File: src/rtl/signal_timer_if.sv
// Bus between signal_timer and light_controller: state code and priority requests in,
// dwell-complete pulse, phase choice and pending flags out. No backpressure on this bus.
interface signal_timer_if;
    logic [3:0] current_state;
    logic       east_req;
    logic       west_req;
    logic       timing_done;
    logic [1:0] phase;
    logic [1:0] req_pending;

    modport master (
        output current_state,
        output east_req,
        output west_req,
        input  timing_done,
        input  phase,
        input  req_pending
    );

    modport slave (
        input  current_state,
        input  east_req,
        input  west_req,
        output timing_done,
        output phase,
        output req_pending
    );
endinterface

File: src/rtl/signal_timer.sv
// Per-state dwell timer and phase scheduler for light_controller; timing_done fires in dwell cycle D-1,
// phase is registered one cycle after ALL_RED entry. All outputs registered; no backpressure.
module signal_timer #(
    parameter int GREEN_TICKS      = 20,
    parameter int PRIO_GREEN_TICKS = 12,
    parameter int YELLOW_TICKS     = 4,
    parameter int RED_TICKS        = 2,
    parameter int CNT_W            = 8
) (
    input  logic          clk,
    input  logic          rst,
    signal_timer_if.slave bus
);

    localparam logic [3:0] ST_ALL_RED        = 4'd0;
    localparam logic [3:0] ST_PHASE_1_GREEN  = 4'd1;
    localparam logic [3:0] ST_PHASE_1_YELLOW = 4'd2;
    localparam logic [3:0] ST_PHASE_2_GREEN  = 4'd3;
    localparam logic [3:0] ST_PHASE_2_YELLOW = 4'd4;
    localparam logic [3:0] ST_EAST_GREEN     = 4'd5;
    localparam logic [3:0] ST_EAST_YELLOW    = 4'd6;
    localparam logic [3:0] ST_WEST_GREEN     = 4'd7;
    localparam logic [3:0] ST_WEST_YELLOW    = 4'd8;
    localparam logic [3:0] ST_NONE           = 4'hF;

    typedef enum logic [1:0] {
        PHASE_1       = 2'd0,
        PHASE_2       = 2'd1,
        EAST_PRIORITY = 2'd2,
        WEST_PRIORITY = 2'd3
    } phase_e;

    logic [3:0]       last_state_q, last_state_d;
    logic [CNT_W-1:0] cnt_q, cnt_d;
    logic             timing_done_q, timing_done_d;
    phase_e           phase_q, phase_d;
    logic [1:0]       pend_q, pend_d;
    phase_e           last_normal_q, last_normal_d;
    logic             last_prio_west_q, last_prio_west_d;

    logic [CNT_W-1:0] dwell;
    logic [CNT_W-1:0] rem;
    logic             entry;
    logic             timed;
    logic             eff_east;
    logic             eff_west;

    always_comb begin
        dwell = '0;
        case (bus.current_state)
            ST_PHASE_1_GREEN, ST_PHASE_2_GREEN:                         dwell = CNT_W'(GREEN_TICKS);
            ST_EAST_GREEN, ST_WEST_GREEN:                               dwell = CNT_W'(PRIO_GREEN_TICKS);
            ST_PHASE_1_YELLOW, ST_PHASE_2_YELLOW,
            ST_EAST_YELLOW, ST_WEST_YELLOW:                             dwell = CNT_W'(YELLOW_TICKS);
            ST_ALL_RED:                                                 dwell = CNT_W'(RED_TICKS);
            default:                                                    dwell = '0;
        endcase
    end

    always_comb begin
        entry = (bus.current_state != last_state_q);
        timed = (dwell != '0);
        last_state_d = bus.current_state;

        // rem is the number of cycles left after this one: D-1-k in dwell cycle k.
        if (entry) begin
            rem = timed ? (dwell - CNT_W'(1)) : '0;
        end else begin
            rem = cnt_q;
        end
        cnt_d         = (rem == '0) ? '0 : (rem - CNT_W'(1));
        timing_done_d = timed && (rem == CNT_W'(1));

        // A new request on a clearing entry survives: set wins.
        pend_d[1] = bus.east_req | (pend_q[1] & ~(entry && bus.current_state == ST_EAST_GREEN));
        pend_d[0] = bus.west_req | (pend_q[0] & ~(entry && bus.current_state == ST_WEST_GREEN));

        eff_east = pend_q[1] | bus.east_req;
        eff_west = pend_q[0] | bus.west_req;

        phase_d          = phase_q;
        last_normal_d    = last_normal_q;
        last_prio_west_d = last_prio_west_q;
        if (entry && bus.current_state == ST_ALL_RED) begin
            if (eff_east && !eff_west) begin
                phase_d          = EAST_PRIORITY;
                last_prio_west_d = 1'b0;
            end else if (eff_west && !eff_east) begin
                phase_d          = WEST_PRIORITY;
                last_prio_west_d = 1'b1;
            end else if (eff_east && eff_west) begin
                phase_d          = last_prio_west_q ? EAST_PRIORITY : WEST_PRIORITY;
                last_prio_west_d = ~last_prio_west_q;
            end else begin
                phase_d       = (last_normal_q == PHASE_2) ? PHASE_1 : PHASE_2;
                last_normal_d = phase_d;
            end
        end
    end

    always_ff @(posedge clk or negedge rst) begin
        if (!rst) begin
            last_state_q     <= ST_NONE;
            cnt_q            <= '0;
            timing_done_q    <= 1'b0;
            phase_q          <= PHASE_1;
            pend_q           <= 2'b00;
            last_normal_q    <= PHASE_2;
            last_prio_west_q <= 1'b1;
        end else begin
            last_state_q     <= last_state_d;
            cnt_q            <= cnt_d;
            timing_done_q    <= timing_done_d;
            phase_q          <= phase_d;
            pend_q           <= pend_d;
            last_normal_q    <= last_normal_d;
            last_prio_west_q <= last_prio_west_d;
        end
    end

    assign bus.timing_done = timing_done_q;
    assign bus.phase       = phase_q;
    assign bus.req_pending = pend_q;

endmodule

File: src/flat_wrapper.sv
// flat-port wrapper written by rule: the top's interface ports become plain ports
module signal_timer_flat 
#(
    parameter int GREEN_TICKS      = 20,
    parameter int PRIO_GREEN_TICKS = 12,
    parameter int YELLOW_TICKS     = 4,
    parameter int RED_TICKS        = 2,
    parameter int CNT_W            = 8
)
  (clk, rst, bus_current_state, bus_east_req, bus_west_req, bus_timing_done, bus_phase, bus_req_pending);
  signal_timer_if bus_i ();
  input  logic clk;
  input  logic rst;
  input wire logic [$bits(bus_i.current_state)-1:0] bus_current_state;
  input wire logic [$bits(bus_i.east_req)-1:0] bus_east_req;
  input wire logic [$bits(bus_i.west_req)-1:0] bus_west_req;
  output wire logic [$bits(bus_i.timing_done)-1:0] bus_timing_done;
  output wire logic [$bits(bus_i.phase)-1:0] bus_phase;
  output wire logic [$bits(bus_i.req_pending)-1:0] bus_req_pending;
  assign bus_i.current_state = bus_current_state;
  assign bus_i.east_req = bus_east_req;
  assign bus_i.west_req = bus_west_req;
  assign bus_timing_done = bus_i.timing_done;
  assign bus_phase = bus_i.phase;
  assign bus_req_pending = bus_i.req_pending;
  signal_timer #(.GREEN_TICKS(GREEN_TICKS), .PRIO_GREEN_TICKS(PRIO_GREEN_TICKS), .YELLOW_TICKS(YELLOW_TICKS), .RED_TICKS(RED_TICKS), .CNT_W(CNT_W)) u_core (.clk(clk), .rst(rst), .bus(bus_i));
endmodule
File: config.mk
export PLATFORM = sky130hd
export DESIGN_NAME = signal_timer_flat
export DESIGN_NICKNAME = d
export VERILOG_FILES = /design/src/rtl/signal_timer_if.sv /design/src/rtl/signal_timer.sv /design/src/flat_wrapper.sv
export SDC_FILE = /design/constraint.sdc
export NUM_CORES = 1
export LEC_CHECK = 0
export CAP_MARGIN = 5
export CORE_AREA = 2 2 49 55
export CTS_CLUSTER_DIAMETER = 200
export DETAILED_ROUTE_END_ITERATION = 7
export DIE_AREA = 0 0 51 57
export DONT_BUFFER_PORTS = 1
export GPL_TIMING_DRIVEN = 1
export HOLD_SLACK_MARGIN = 0.02
export PLACE_DENSITY = 0.7
export SLEW_MARGIN = 10
export SYNTH_ARGS = -nofsm -noshare
export SYNTH_HDL_FRONTEND = slang
export SYNTH_SLANG_ARGS = --single-unit
File: constraint.sdc
create_clock -name clk -period 3.47 [get_ports clk]
set_input_delay 0.5205 -clock clk [delete_from_list [all_inputs] [get_ports clk]]
set_output_delay 0.5205 -clock clk [all_outputs]
set_load 0.02 [all_outputs]
==> summary.md <==
| Metric | Value |
|---|---|
| Chip height | `57 um` |
| Pleak | `0.520 nW` |
| Layout fillers | `230` |
| Number of global-route vias before repair | `868` |
| First DRT Iteration DRCs | `7` |
| Commonest non-fill, non-tap cells in the layout | `13 x dfrtp_1, 12 x nor2_1, 9 x nand2_1, 9 x ha_1, 8 x xnor2_1` |
| Wirelength per Cell | `14.3 um` |
| Setup WS pre-CTS | `0.692 ns` |
| Setup CP Type | `in -> reg` |
| Reg2Reg Capture Point | `u_core.cnt_q[4]` |
| Worst setup SP type | `input port` |
| Worst-path fanout max | `9` |
| RSZ-0062 raised after global routing | `false` |
| Endpoints failing hold | `0` |
| Maxcap violations | `0` |
| Post-Syn Area | `1180 sq um` |
| Largest net degree at the start of global routing | `14` |
| Number of cell rows | `19` |
| Outcome | `finished clean` |
| FF+latch count, synth | `19` |
| Top delay family on crit path | `compound AO/OA/AOI/OAI gates` |
| Aggregate global-route resource usage | `17.8%` |
| Crit path to | `u_core.cnt_q[4]` |
| Setup TNS | `0 ns` |
| Pre-antenna DRT Iters | `4` |
| Worst r2r src | `u_core.last_state_q[0]` |
| GP Congestion | `0.808` |
| Final net count | `144` |
| Die width | `51 um` |
| Placed Area | `1210 sq um` |
| Die area | `2910 sq um` |
| Synth unique cells | `35` |
| Reg2reg setup slack | `1.19 ns` |
| Antenna cells | `0` |
| Crit path buf inv count | `1` |
| Design area | `1250 sq um` |
| CTS tree | `built` |
| Min cycle time layout | `2.47 ns` |
| DRC violations left | `0` |
| Worst-Margin Slew | `0.600 ns` |
| Final setup viols | `0` |
| Hold WC Path Type | `in -> async` |
| Mapped Avg Cell Area | `9.55 sq um` |
| Power per cell area | `432 nW/um^2` |
| Final wirelength | `2250 um` |
| Worst-path cell chain | `nor3_1, xor2_1, ha_1, nand2_1, a31oi_1, ha_1, inv_1, o311a_1, nor3_1` |
| Vias per cell | `5.68` |
| Post-route setup slack | `0.998 ns` |
| Tot Pwr | `0.000539 W` |
| Reg clk slew, reported paths | `0.10 ns` |
| Final ANT Viol Nets | `0` |
| Number of setup buffers added after CTS | `0` |
| CTS Root Cell | `clkbuf_4` |
| Max Clock Freq | `405 MHz` |
| Area growth, synth to finish | `5.50%` |
| Initial core utilization | `49.3%` |
| Normalized max-slew margin | `59.9%` |
| Most common cell after layout, fill and taps aside | `dfrtp_1` |
| Worst path slowest cell | `o311a_1` |
| Layout cells sized above 1 | `11.1%` |
| FF-to-FF path depth | `8` |
| Worst Path Required | `3.69 ns` |
| I/O Pins | `13` |
| Syn Inst Count | `124` |
| Sequential area share after synthesis | `40.8%` |
| WP depth | `9` |
| Clk buf depth | `2` |
| Largest stage delay on the critical path | `0.35 ns` |
| Initial antenna violation count | `0` |
| Hold_ws | `0.0554 ns` |
| GRT overflow | `0` |
| First-pass GRT wire length | `3930 um` |
| Syn_nets | `141` |
| Clock latency on the worst-skew pair | `0.29 ns` |
| Sink Count | `19` |
| Crit path capture type | `flip-flop` |
| Crit path from | `bus_current_state[0]` |
| Slew Limit Fails | `0` |
| Crit path DAT | `2.69 ns` |
| HPWL Detailed | `1660 um` |
| Ys Warns | `0` |
| Port buffer count | `0` |
| Period Utilization, post-route | `71.2%` |
| Worst VDD drop | `0.279 mV` |
| Via count | `892` |
| Layout Skew | `0.00183 ns` |
| CORE AREA | `2400 sq um` |
| CTS buffer count | `3` |
| H-tree depth | `1` |
## worst register-to-register path, cell delays in order, from the launching register on
cell     delay (ns)
dfstp_2        0.55
xnor2_1        0.15
nand4_1        0.12
buf_4          0.19
a31oi_1        0.34
ha_1           0.30
inv_1          0.09
o311a_1        0.35
nor3_1         0.12
## worst min path at each step
stage / slack, ns / startpoint / end
detailed placement: 0.23 / rst / u_core.cnt_q[4]
finish: 0.06 / rst / u_core.last_state_q[3]
CTS: 0.04 / rst / u_core.last_state_q[0]
floorplan: 0.22 / rst / u_core.bus.phase[0]
global route: 0.03 / rst / u_core.last_state_q[0]
global placement: 0.23 / rst / u_core.cnt_q[6]
## metal layers
layer | up-vias | share of wire, % | global-route usage (%)
li1 | 446 | - | -
met1 | 424 | 46 | 24.3
met2 | 16 | 49 | 27.8
met3 | 6 | 3.2 | 3.40
met4 | 0 | 2.0 | 6.95
met5 | - | 0 | 0
## area by class of cell
type                       instances  area (sq um)  share of cell area (%)
inverter                           6          22.5                    1.80
multi-input combinational         95           661                    52.9
clock buffer                       4          26.3                    2.10
sequential                        19           483                    38.7
tap                               31          38.8                    3.11
timing repair buffer               2          17.5                    1.40
## cells in the mapped netlist
library cell	instances	area [sq um]
o31ai_1	3	22.5
a211oi_1	4	30.0
a21oi_1	7	35.0
a21o_1	1	7.51
buf_1	1	3.75
o41ai_1	1	8.76
or3_1	1	6.26
nand2_1	9	33.8
a21boi_4	1	18.8
nand4_1	3	18.8
dfstp_2	6	158
or4_1	1	7.51
o311a_1	1	10.0
dfrtp_1	13	325
buf_2	2	10.0
or3b_2	1	8.76
nor4_1	4	25.0
nor3_1	6	30.0
ha_1	9	113
nor2_1	12	45.0
or2_1	1	6.26
inv_1	6	22.5
mux2i_1	2	20.0
nor2b_1	2	12.5
and4_4	1	11.3
and3_1	1	6.26
o21ai_0	3	15.0
and2_1	2	12.5
o2bb2ai_1	1	8.76
nand2b_1	3	18.8
xor2_1	4	35.0
or4_4	1	11.3
clkbuf_1	1	3.75
a31oi_1	2	12.5
xnor2_1	8	70.1
## stage by stage
stage | util [%] | cells
2_1_floorplan | - | 124
3_3_place_gp | 50.5 | 152
3_5_place_dp | 50.5 | 152
4_1_cts | 52.0 | 157
5_1_grt | 52.0 | 157
6_report | 52.0 | 157
## sequential cells by signal (all words and copies together) (netlist names)
| register | cells |
|---|---|
| u_core.cnt_q | 8 |
| u_core.last_state_q | 4 |
| u_core.bus.phase | 2 |
| u_core.bus.req_pending | 2 |
| u_core.bus.timing_done | 1 |
| u_core.last_normal_q | 1 |
| u_core.last_prio_west_q | 1 |
## report_power, final
part	internal [W]	switching [W]	leakage, nW	total [W]
clock	0.0000447	0.0000659	0.0150	0.000111
combinational	0.0000591	0.0000685	0.288	0.000128
sequential	0.000263	0.0000381	0.217	0.000301
## what timing repair did
item,CTS,global route
resized for setup,0,0
endpoints found under the hold margin,13,0
hold buffers,1,0
## cell families (layout without fill, tap and decap cells)
| logic type | after synthesis | after routing | share of synthesized area [%] |
|---|---|---|---|
| AND/OR/NAND/NOR | 48 | 48 | 21.5 |
| AO/OA/AOI/OAI | 24 | 24 | 14.3 |
| flip-flops | 19 | 19 | 40.8 |
| XOR/XNOR | 12 | 12 | 8.88 |
| buffers and inverters | 10 | 12 | 3.38 |
| adder cells (fa/ha/maj) | 9 | 9 | 9.51 |
| multiplexers | 2 | 2 | 1.69 |
Power figures use the tool's default switching activity.
